--- config.mk ---
export PLATFORM = sky130hd
export DESIGN_NAME = fp_mul_arb_ctrl_flat
export DESIGN_NICKNAME = d
export VERILOG_FILES = /design/src/rtl/fp_mul_pkg.sv /design/src/rtl/fp_mul_arb_ctrl_if.sv /design/src/rtl/fp_mul_arb_ctrl_rr_arbiter.sv /design/src/rtl/fp_mul_arb_ctrl.sv /design/src/flat_wrapper.sv
export SDC_FILE = /design/constraint.sdc
export NUM_CORES = 1
export LEC_CHECK = 0
export BUFFER_PORTS_ARGS = -buffer_cell sky130_fd_sc_hd__buf_2
export CAP_MARGIN = 20
export CORE_AREA = 2 2 110 112
export CTS_CLUSTER_DIAMETER = 150
export DETAILED_ROUTE_END_ITERATION = 6
export DIE_AREA = 0 0 112 114
export PLACE_DENSITY = 0.71
export SLEW_MARGIN = 15
export SYNTH_ARGS = -nofsm -noshare
export SYNTH_HDL_FRONTEND = slang
export SYNTH_SLANG_ARGS = --single-unit
--- constraint.sdc ---
create_clock -name clk -period 4.5 [get_ports clk]
set_input_delay 0.225 -clock clk [delete_from_list [all_inputs] [get_ports clk]]
set_output_delay 0.225 -clock clk [all_outputs]
set_load 0.01 [all_outputs]
--- src/rtl/fp_mul_pkg.sv ---
// Shared widths, enums and exponent helpers for the FP multiplier arbiter slice.
package fp_mul_pkg;

   localparam int         FP_W    = 32;
   localparam int         RM_W    = 3;
   localparam logic [7:0] EXP_MAX = 8'hFF;

   typedef enum logic [RM_W-1:0] {RM_RNE, RM_RTZ, RM_RDN, RM_RUP, RM_RMM} rmode_e;

   typedef enum logic [1:0] {ST_IDLE, ST_BUSY, ST_RESP} ctrl_state_e;

   typedef struct packed {
      logic [FP_W-1:0] z;
      logic            ovrf;
      logic            udrf;
   } rsp_t;

   function automatic logic is_zero_or_sub(input logic [FP_W-1:0] v);
      return v[30:23] == 8'h00;
   endfunction

   function automatic logic is_inf_nan(input logic [FP_W-1:0] v);
      return v[30:23] == EXP_MAX;
   endfunction

endpackage

--- src/rtl/fp_mul_arb_ctrl_if.sv ---
// Requester-side request/response bundle; master = requesters, slave = arbiter controller.
interface fp_mul_arb_ctrl_if #(
   parameter int N_REQ = 2
);
   import fp_mul_pkg::*;

   logic [N_REQ-1:0]      req_valid;
   logic [N_REQ-1:0]      req_ready;
   logic [N_REQ*FP_W-1:0] req_x;
   logic [N_REQ*FP_W-1:0] req_y;
   logic [N_REQ*RM_W-1:0] req_rmode;
   logic [N_REQ-1:0]      rsp_valid;
   logic [N_REQ-1:0]      rsp_ready;
   logic [FP_W-1:0]       rsp_z;
   logic                  rsp_ovrf;
   logic                  rsp_udrf;

   modport master (
      output req_valid, req_x, req_y, req_rmode, rsp_ready,
      input  req_ready, rsp_valid, rsp_z, rsp_ovrf, rsp_udrf
   );

   modport slave (
      input  req_valid, req_x, req_y, req_rmode, rsp_ready,
      output req_ready, rsp_valid, rsp_z, rsp_ovrf, rsp_udrf
   );

endinterface

--- src/rtl/fp_mul_arb_ctrl_rr_arbiter.sv ---
// rr_arbiter: picks the first asserted request at or above ptr, wrapping around.
// Latency: purely combinational.
// Backpressure: none; the caller decides when the grant is consumed.
module rr_arbiter #(
   parameter  int N_REQ = 2,
   localparam int IDX_W = $clog2(N_REQ)
) (
   input  logic [N_REQ-1:0] req,
   input  logic [IDX_W-1:0] ptr,
   output logic [N_REQ-1:0] gnt,
   output logic [IDX_W-1:0] gnt_idx
);

   logic             found;
   logic [IDX_W-1:0] idx;

   always_comb begin
      gnt     = '0;
      gnt_idx = '0;
      found   = 1'b0;
      idx     = '0;
      for (int k = 0; k < N_REQ; k++) begin
         idx = IDX_W'((int'(ptr) + k) % N_REQ);
         if (!found && req[idx]) begin
            found     = 1'b1;
            gnt[idx]  = 1'b1;
            gnt_idx   = idx;
         end
      end
   end

endmodule

--- src/rtl/fp_mul_arb_ctrl.sv ---
// fp_mul_arb_ctrl: round-robin sharing of one multicycle FP multiplier core; FP_MUL_SPECIAL_BYPASS_EN enables zero/subnormal bypass.
// Latency: rsp_valid rises MC_CYCLES+1 cycles after the accept cycle (1 cycle on the bypass path).
// Backpressure: response held until the owner's rsp_ready; req_ready is low everywhere outside IDLE.
module fp_mul_arb_ctrl
   import fp_mul_pkg::*;
#(
   parameter int N_REQ     = 2,
   parameter int MC_CYCLES = 3
) (
   input  logic             clk,
   input  logic             rst,
   fp_mul_arb_ctrl_if.slave bus,
   output logic [FP_W-1:0]  core_x,
   output logic [FP_W-1:0]  core_y,
   output logic [RM_W-1:0]  core_rmode,
   input  logic [FP_W-1:0]  core_z,
   input  logic             core_ovrf,
   input  logic             core_udrf,
   output logic             busy
);

   localparam int IDX_W = $clog2(N_REQ);
   localparam int CNT_W = (MC_CYCLES > 1) ? $clog2(MC_CYCLES) : 1;

   ctrl_state_e      state, state_nxt;
   logic [IDX_W-1:0] rr_ptr, owner, gnt_idx;
   logic [CNT_W-1:0] cnt;
   logic [N_REQ-1:0] gnt;
   rsp_t             rsp_q;
   logic [FP_W-1:0]  sel_x, sel_y;
   logic [RM_W-1:0]  sel_rmode;
   logic             accept, special;

   rr_arbiter #(.N_REQ(N_REQ)) u_arb (
      .req     (bus.req_valid),
      .ptr     (rr_ptr),
      .gnt     (gnt),
      .gnt_idx (gnt_idx)
   );

   assign sel_x     = bus.req_x[FP_W*gnt_idx +: FP_W];
   assign sel_y     = bus.req_y[FP_W*gnt_idx +: FP_W];
   assign sel_rmode = bus.req_rmode[RM_W*gnt_idx +: RM_W];
   assign accept    = (state == ST_IDLE) && !rst && (|bus.req_valid);

`ifdef FP_MUL_SPECIAL_BYPASS_EN
   assign special = (is_zero_or_sub(sel_x) && !is_inf_nan(sel_y)) ||
                    (is_zero_or_sub(sel_y) && !is_inf_nan(sel_x));
`else
   assign special = 1'b0;
`endif

   // Handshake outputs are masked while rst is high so nothing is promised that reset will discard.
   assign bus.req_ready = (state == ST_IDLE && !rst) ? gnt : '0;
   assign bus.rsp_z     = rsp_q.z;
   assign bus.rsp_ovrf  = rsp_q.ovrf;
   assign bus.rsp_udrf  = rsp_q.udrf;
   assign busy          = (state != ST_IDLE);

   always_comb begin
      bus.rsp_valid = '0;
      if (state == ST_RESP && !rst) bus.rsp_valid[owner] = 1'b1;
   end

   always_comb begin
      state_nxt = state;
      case (state)
         ST_IDLE: if (accept) state_nxt = special ? ST_RESP : ST_BUSY;
         ST_BUSY: if (cnt == '0) state_nxt = ST_RESP;
         ST_RESP: if (bus.rsp_ready[owner]) state_nxt = ST_IDLE;
         default: state_nxt = ST_IDLE;
      endcase
   end

   always_ff @(posedge clk) begin
      if (rst) begin
         state      <= ST_IDLE;
         rr_ptr     <= '0;
         owner      <= '0;
         cnt        <= '0;
         core_x     <= '0;
         core_y     <= '0;
         core_rmode <= '0;
         rsp_q      <= '0;
      end else begin
         state <= state_nxt;
         case (state)
            ST_IDLE: begin
               if (accept) begin
                  owner  <= gnt_idx;
                  rr_ptr <= (gnt_idx == IDX_W'(N_REQ - 1)) ? '0 : gnt_idx + 1'b1;
                  if (special) begin
                     rsp_q <= '{z: {sel_x[31] ^ sel_y[31], 31'b0}, ovrf: 1'b0, udrf: 1'b0};
                  end else begin
                     core_x     <= sel_x;
                     core_y     <= sel_y;
                     core_rmode <= sel_rmode;
                     cnt        <= CNT_W'(MC_CYCLES - 1);
                  end
               end
            end
            ST_BUSY: begin
               if (cnt != '0) cnt <= cnt - 1'b1;
               else           rsp_q <= '{z: core_z, ovrf: core_ovrf, udrf: core_udrf};
            end
            default: ;
         endcase
      end
   end

endmodule
--- src/flat_wrapper.sv ---
// flat-port wrapper written by rule: the top's interface ports become plain ports
module fp_mul_arb_ctrl_flat import fp_mul_pkg::*;
#(
   parameter int N_REQ     = 2,
   parameter int MC_CYCLES = 3
)
  (clk, rst, core_x, core_y, core_rmode, core_z, core_ovrf, core_udrf, busy, bus_req_valid, bus_req_x, bus_req_y, bus_req_rmode, bus_rsp_ready, bus_req_ready, bus_rsp_valid, bus_rsp_z, bus_rsp_ovrf, bus_rsp_udrf);
  fp_mul_arb_ctrl_if #(.N_REQ(N_REQ)) bus_i ();
  input  logic clk;
  input  logic rst;
  output logic [FP_W-1:0] core_x;
  output logic [FP_W-1:0] core_y;
  output logic [RM_W-1:0] core_rmode;
  input  logic [FP_W-1:0] core_z;
  input  logic core_ovrf;
  input  logic core_udrf;
  output logic busy;
  input wire logic [$bits(bus_i.req_valid)-1:0] bus_req_valid;
  input wire logic [$bits(bus_i.req_x)-1:0] bus_req_x;
  input wire logic [$bits(bus_i.req_y)-1:0] bus_req_y;
  input wire logic [$bits(bus_i.req_rmode)-1:0] bus_req_rmode;
  input wire logic [$bits(bus_i.rsp_ready)-1:0] bus_rsp_ready;
  output wire logic [$bits(bus_i.req_ready)-1:0] bus_req_ready;
  output wire logic [$bits(bus_i.rsp_valid)-1:0] bus_rsp_valid;
  output wire logic [$bits(bus_i.rsp_z)-1:0] bus_rsp_z;
  output wire logic [$bits(bus_i.rsp_ovrf)-1:0] bus_rsp_ovrf;
  output wire logic [$bits(bus_i.rsp_udrf)-1:0] bus_rsp_udrf;
  assign bus_i.req_valid = bus_req_valid;
  assign bus_i.req_x = bus_req_x;
  assign bus_i.req_y = bus_req_y;
  assign bus_i.req_rmode = bus_req_rmode;
  assign bus_i.rsp_ready = bus_rsp_ready;
  assign bus_req_ready = bus_i.req_ready;
  assign bus_rsp_valid = bus_i.rsp_valid;
  assign bus_rsp_z = bus_i.rsp_z;
  assign bus_rsp_ovrf = bus_i.rsp_ovrf;
  assign bus_rsp_udrf = bus_i.rsp_udrf;
  fp_mul_arb_ctrl #(.N_REQ(N_REQ), .MC_CYCLES(MC_CYCLES)) u_core (.clk(clk), .rst(rst), .bus(bus_i), .core_x(core_x), .core_y(core_y), .core_rmode(core_rmode), .core_z(core_z), .core_ovrf(core_ovrf), .core_udrf(core_udrf), .busy(busy));
endmodule
Word-level counts from Yosys, hierarchy flattened
Cells that the tools add are included.
- $add $sub $neg: 3
- order comparisons: 6
- bitwise gates (word level): 2
- eq/ne operators: 6
- shift operators: 3
- mux-type cells: 27
- reduce and logical (&&, ||, !) cells: 19
- multipliers: 1
- divide/modulo/power cells: 0
- operators with widths (kind ; number):
    $shiftx 64x7->32 ; 2
    $mux 2 ; 9
    $mux 1 ; 13
    $logic_and 1x1->1 ; 7
    $lt 1x2->1 const B ; 3
    $ne 2x1->1 const B ; 3
    $pmux 2 s3 ; 1
    $reduce_and 3->1 ; 2
    $reduce_bool 2->1 ; 3
    $shiftx 6x4->3 ; 1
    $logic_not 2->1 ; 2
    $pmux 2 s2 ; 1
    $reduce_and 2->1 ; 2
    $demux 1 s1 ; 3
    $ge 1x1->1 const B ; 3
    $mul 2x1->3 const A ; 1
    $add 1x1->1 const B ; 2
    $eq 2x1->1 const B ; 1
    $eq 2x2->1 const B ; 1
    $logic_not 1->1 ; 2
    $ne 2x2->1 const B ; 1
    $or 2x2->2 ; 1
    $reduce_or 2->1 ; 1
    $sub 2x1->2 const B ; 1
    $not 1->1 ; 1
- input port bits: 174
- register bits: 107
- logic and storage cells: 77
- RAM bits: 0
- memories: 0
- memory bits (read-only): 0
- latch bits: 0
- output and inout bits: 106

Logic depth before layout (Yosys ltp)
- depth in word-level cells: 8
- gate-level depth with buffers: 7
- depth with buffers taken out: 5

Hierarchy
A second synthesis with hierarchy kept.
- cells, all modules: 497
- area, all modules: 4743.3 sq um
- by module, submodules not included (module ; cells an instance ; instances ; seq. area each (sq um) ; area each (sq um)):
    fp_mul_arb_ctrl ; 493 ; 1 ; 2142.1 ; 4713.3
    rr_arbiter ; 4 ; 1 ; 0.0 ; 30.0

Worst setup path after synthesis
No wires, ideal clock.
- path type: register to register
- start: register u_core.state[1]
- end: register u_core.core_y[10]
- data required time: 4.378 ns
- arrival time: 1.469 ns
- clock period less this slack: 1.591 ns
- buffers on the path: 3
- stages on the path, launching flop included: 7
- setup time: 0.122 ns
- setup slack: 2.909 ns
- cells stage by stage: dfxtp_1 -> or2_4 -> o21ba_1 -> clkbuf_1 -> buf_2 -> buf_2 -> a221o_1
- word-level cells in the longest chain between the ends: 4
- RTL lines (what ; RTL line ; text):
    start: declaration ; fp_mul_arb_ctrl.sv:25 ; ctrl_state_e state, state_nxt;
    start signal: assignment ; fp_mul_arb_ctrl.sv:86 ; state <= state_nxt;
    $logic_not 2->1 (*) ; fp_mul_arb_ctrl.sv:44, fp_mul_arb_ctrl.sv:87 ;
    $logic_and 1x1->1 (2 in series) ; fp_mul_arb_ctrl.sv:44 ; assign accept = (state == ST_IDLE) && !rst && (|bus.req_valid);
    $reduce_and 2->1 (no source line) (*) ; n/a ;
    end signal: assignment ; fp_mul_arb_ctrl.sv:96 ; core_y <= sel_y;
    end: declaration ; fp_mul_arb_ctrl.sv:14 ; output logic [FP_W-1:0] core_y,
Mark *: on every way between the ends. The rest lies on a longest branch, timed or not.
A chain may end at the register's enable or synchronous reset.

Worst setup path after layout
- start: register u_core.state[1]
- end: output port bus_req_ready[0]
- word-level cells in the longest chain between the ends: 3
- RTL lines (what ; RTL line ; text):
    $logic_not 2->1 ; fp_mul_arb_ctrl.sv:54 ; assign bus.req_ready = (state == ST_IDLE && !rst) ? gnt : '0;
    $logic_and 1x1->1 ; fp_mul_arb_ctrl.sv:54 ;
    $mux 2 ; fp_mul_arb_ctrl.sv:54 ;
    end: declaration ; flat_wrapper.sv:23 ; output wire logic [$bits(bus_i.req_ready)-1:0] bus_req_ready;
Every way passes these cells.

==> impl_metrics.tcl <==
set metrics [dict create \
    syn_nets 602 \
    routed_wl_um 13700 \
    critPathRequiredTime_ps 4280 \
    placed_cells 807 \
    nFillCells 1097 \
    synth_cells 427 \
    num_rows 40 \
    final_hold_viol_count 0 \
    clockRootBuffer "clkbuf_16" \
    cts_buffer_depth 2 \
    finalCritPeriodShare 0.591 \
    postSynthAreaPerCell_um2 10.2 \
    worstSetupEndpointType "output pin" \
    hold_depth 2 \
    cts_sinks 107 \
    antenna_found_initial 0 \
    finalSetupViolCount 0 \
    rr_worst_depth 4 \
    worstSetupStartpointType "flop" \
    crit_type "flop to output pin" \
    grt_first_pass_wirelength_um 21100 \
    grt-ovfl-total 0 \
    final.setup_skew_ps 8.57 \
    coreArea_mm2 0.0117 \
    slew_headroom 0.438 \
    fin_crit_ps 2660 \
    port_buffers 279 \
    postRouteAntennaNets 0 \
    max-vdd-ir-drop_v 0.000226 \
    yosysSeqAreaShare 0.491 \
    tightest_slew_ps 843 \
    slew_viol_final 0 \
    antennaDiodeCount 0 \
    cts_tree "built" \
    grt_max_degree 79 \
    rsz0062_at_grt "no" \
    setup_tns_ps 0 \
    wl_per_cell_um 16.7 \
    synth_cell_type_count 29 \
    layout_commonest_cell "buf_2" \
    htreeDepth 3 \
    floorplan.initialDensity 0.372 \
    drt-pass1-iter-count 5 \
    vias 4456 \
    min_path_type "primary input to flop" \
    syn2layout_area_growth_pct 38.5 \
    cts_setup_buffers 0 \
    viasPerCell 5.41 \
    die_w_um 112 \
    dieHeight_um 114 \
    run_status "completed" \
    nets 846 \
    gp_congestion 0.796 \
    hold_buffers 0 \
    grt_pass1_vias 4234 \
    ios 280 \
    cts.clk_slew.worst_paths_ps 80 \
    drc 0 \
    path_max_fanout 63 \
    yosysWarnings 0 \
    critPathArrivalTime_ps 2430 \
    top_layer "met4" \
    final_cells 823 \
    first_iter_violations 396 \
    wl_met1_um 5750 \
    maxCapViolCount 0 \
    p_leak_nw 2.77 \
    powerDensity_mw_per_mm2 404 \
    wl_met2_um 6680 \
    synth-seq-cells 107 \
    hpwl_um 9560 \
    fmax_mhz 376 \
    routed-wl-met3_um 1070 \
    track_usage 0.204 \
    cts_buffers 9 \
    final_cell_mix "278 x buf_2, 107 x dfxtp_1, 68 x nand2_1" \
    dieArea_mm2 0.0128 \
    drive_gt1_frac 0.467 \
    synth_area_mm2 0.00436 \
    cts_resized 0 \
    clock_latency_ps 350 \
]
sequential cells by signal (all words and copies together), names as in the netlist:
name / count
u_core.core_x: 32
u_core.bus.rsp_udrf: 1
u_core.rr_ptr: 1
u_core.bus.rsp_z: 32
u_core.bus.rsp_ovrf: 1
u_core.state: 2
u_core.owner: 1
u_core.core_rmode: 3
u_core.cnt: 2
u_core.core_y: 32
path summary, 6_finish.rpt:
path,startpoint,end,slack (ps)
min reg2reg,u_core.bus.rsp_z[18],u_core.bus.rsp_z[18],450
max,u_core.state[1],bus_req_ready[0],1840
max reg2reg,u_core.state[1],u_core.core_y[24],2330
min,bus_req_y[13],u_core.core_y[13],100
cell families (layout without fill, tap and decap cells):
| logic type | Yosys count | after routing | synth area share |
|---|---|---|---|
| and+or+nand+nor | 152 | 152 | 0.234 |
| AOI/OAI and AO/OA | 111 | 111 | 0.213 |
| DFF | 107 | 107 | 0.491 |
| buffers and inverters | 55 | 304 | 0.0568 |
| adders and majority gates | 1 | 1 | 0.00287 |
| muxes | 1 | 1 | 0.00229 |
power by group:
group          internal [mW]  leakage [nW]  total [mW]  switching [mW]
Combinational          0.251          1.75       0.566           0.315
Clock                  0.394         0.140       0.748           0.354
Sequential              1.06         0.879        1.13          0.0662
Total                   1.71          2.77        2.44           0.735
cell type report:
class	count	area [um^2]	share of cell area
tap	147	184	0.0304
clock buffer	11	243	0.0402
clock inverter	5	36.3	0.00601
sequential	107	2140	0.355
multi-input combinational	265	1980	0.328
inverter	3	11.3	0.00186
timing repair buffer	285	1440	0.239
cell usage after synthesis:
library cell,number,share of area
o21ba_1,1,0.0023
nor4b_1,59,0.12
or3b_1,1,0.0020
ha_1,1,0.0029
and2_1,1,0.0014
nor4b_2,10,0.034
a211oi_1,1,0.0017
buf_2,12,0.014
a211o_1,1,0.0020
nor4bb_1,2,0.0046
buf_1,2,0.0017
nor2b_1,1,0.0014
buf_4,3,0.0052
dfxtp_1,107,0.49
a221o_1,67,0.15
nor3_1,3,0.0034
a21oi_1,37,0.042
a2111oi_4,1,0.0063
buf_6,2,0.0052
and3b_1,1,0.0020
nand3b_1,2,0.0034
o21ai_0,2,0.0023
nand2_1,68,0.059
clkbuf_1,33,0.028
or2_4,1,0.0020
nor2_1,3,0.0026
mux2i_1,1,0.0023
inv_1,3,0.0026
a21o_1,1,0.0017
per-layer routing:
layer,GRT usage,vias to the layer above
met4,0.0634,0
met3,0.0531,22
li1,-,2131
met1,0.254,2081
met5,0,-
met2,0.347,222
worst max-delay path, stage by stage (launching register included):
cell       delay [ps]
dfxtp_1           390
or2_4             310
a2111oi_4         470
buf_4             620
buf_2             250
per-stage QoR:
step                area [um^2]  utilization  power, mW  hold slack [ps]  setup WS [ps]
floorplan                  4360            -       1.48              361           2910
global placement           5760        0.492       1.70              439           2250
detailed placement         5760        0.492       1.72              445           2210
CTS                        6040        0.516       2.47             83.9           1830
global route               6040        0.516       2.57             89.6           1660
finish                     6040        0.516       2.44             96.4           1840
Note: power is estimated with default switching activity, not from simulation.
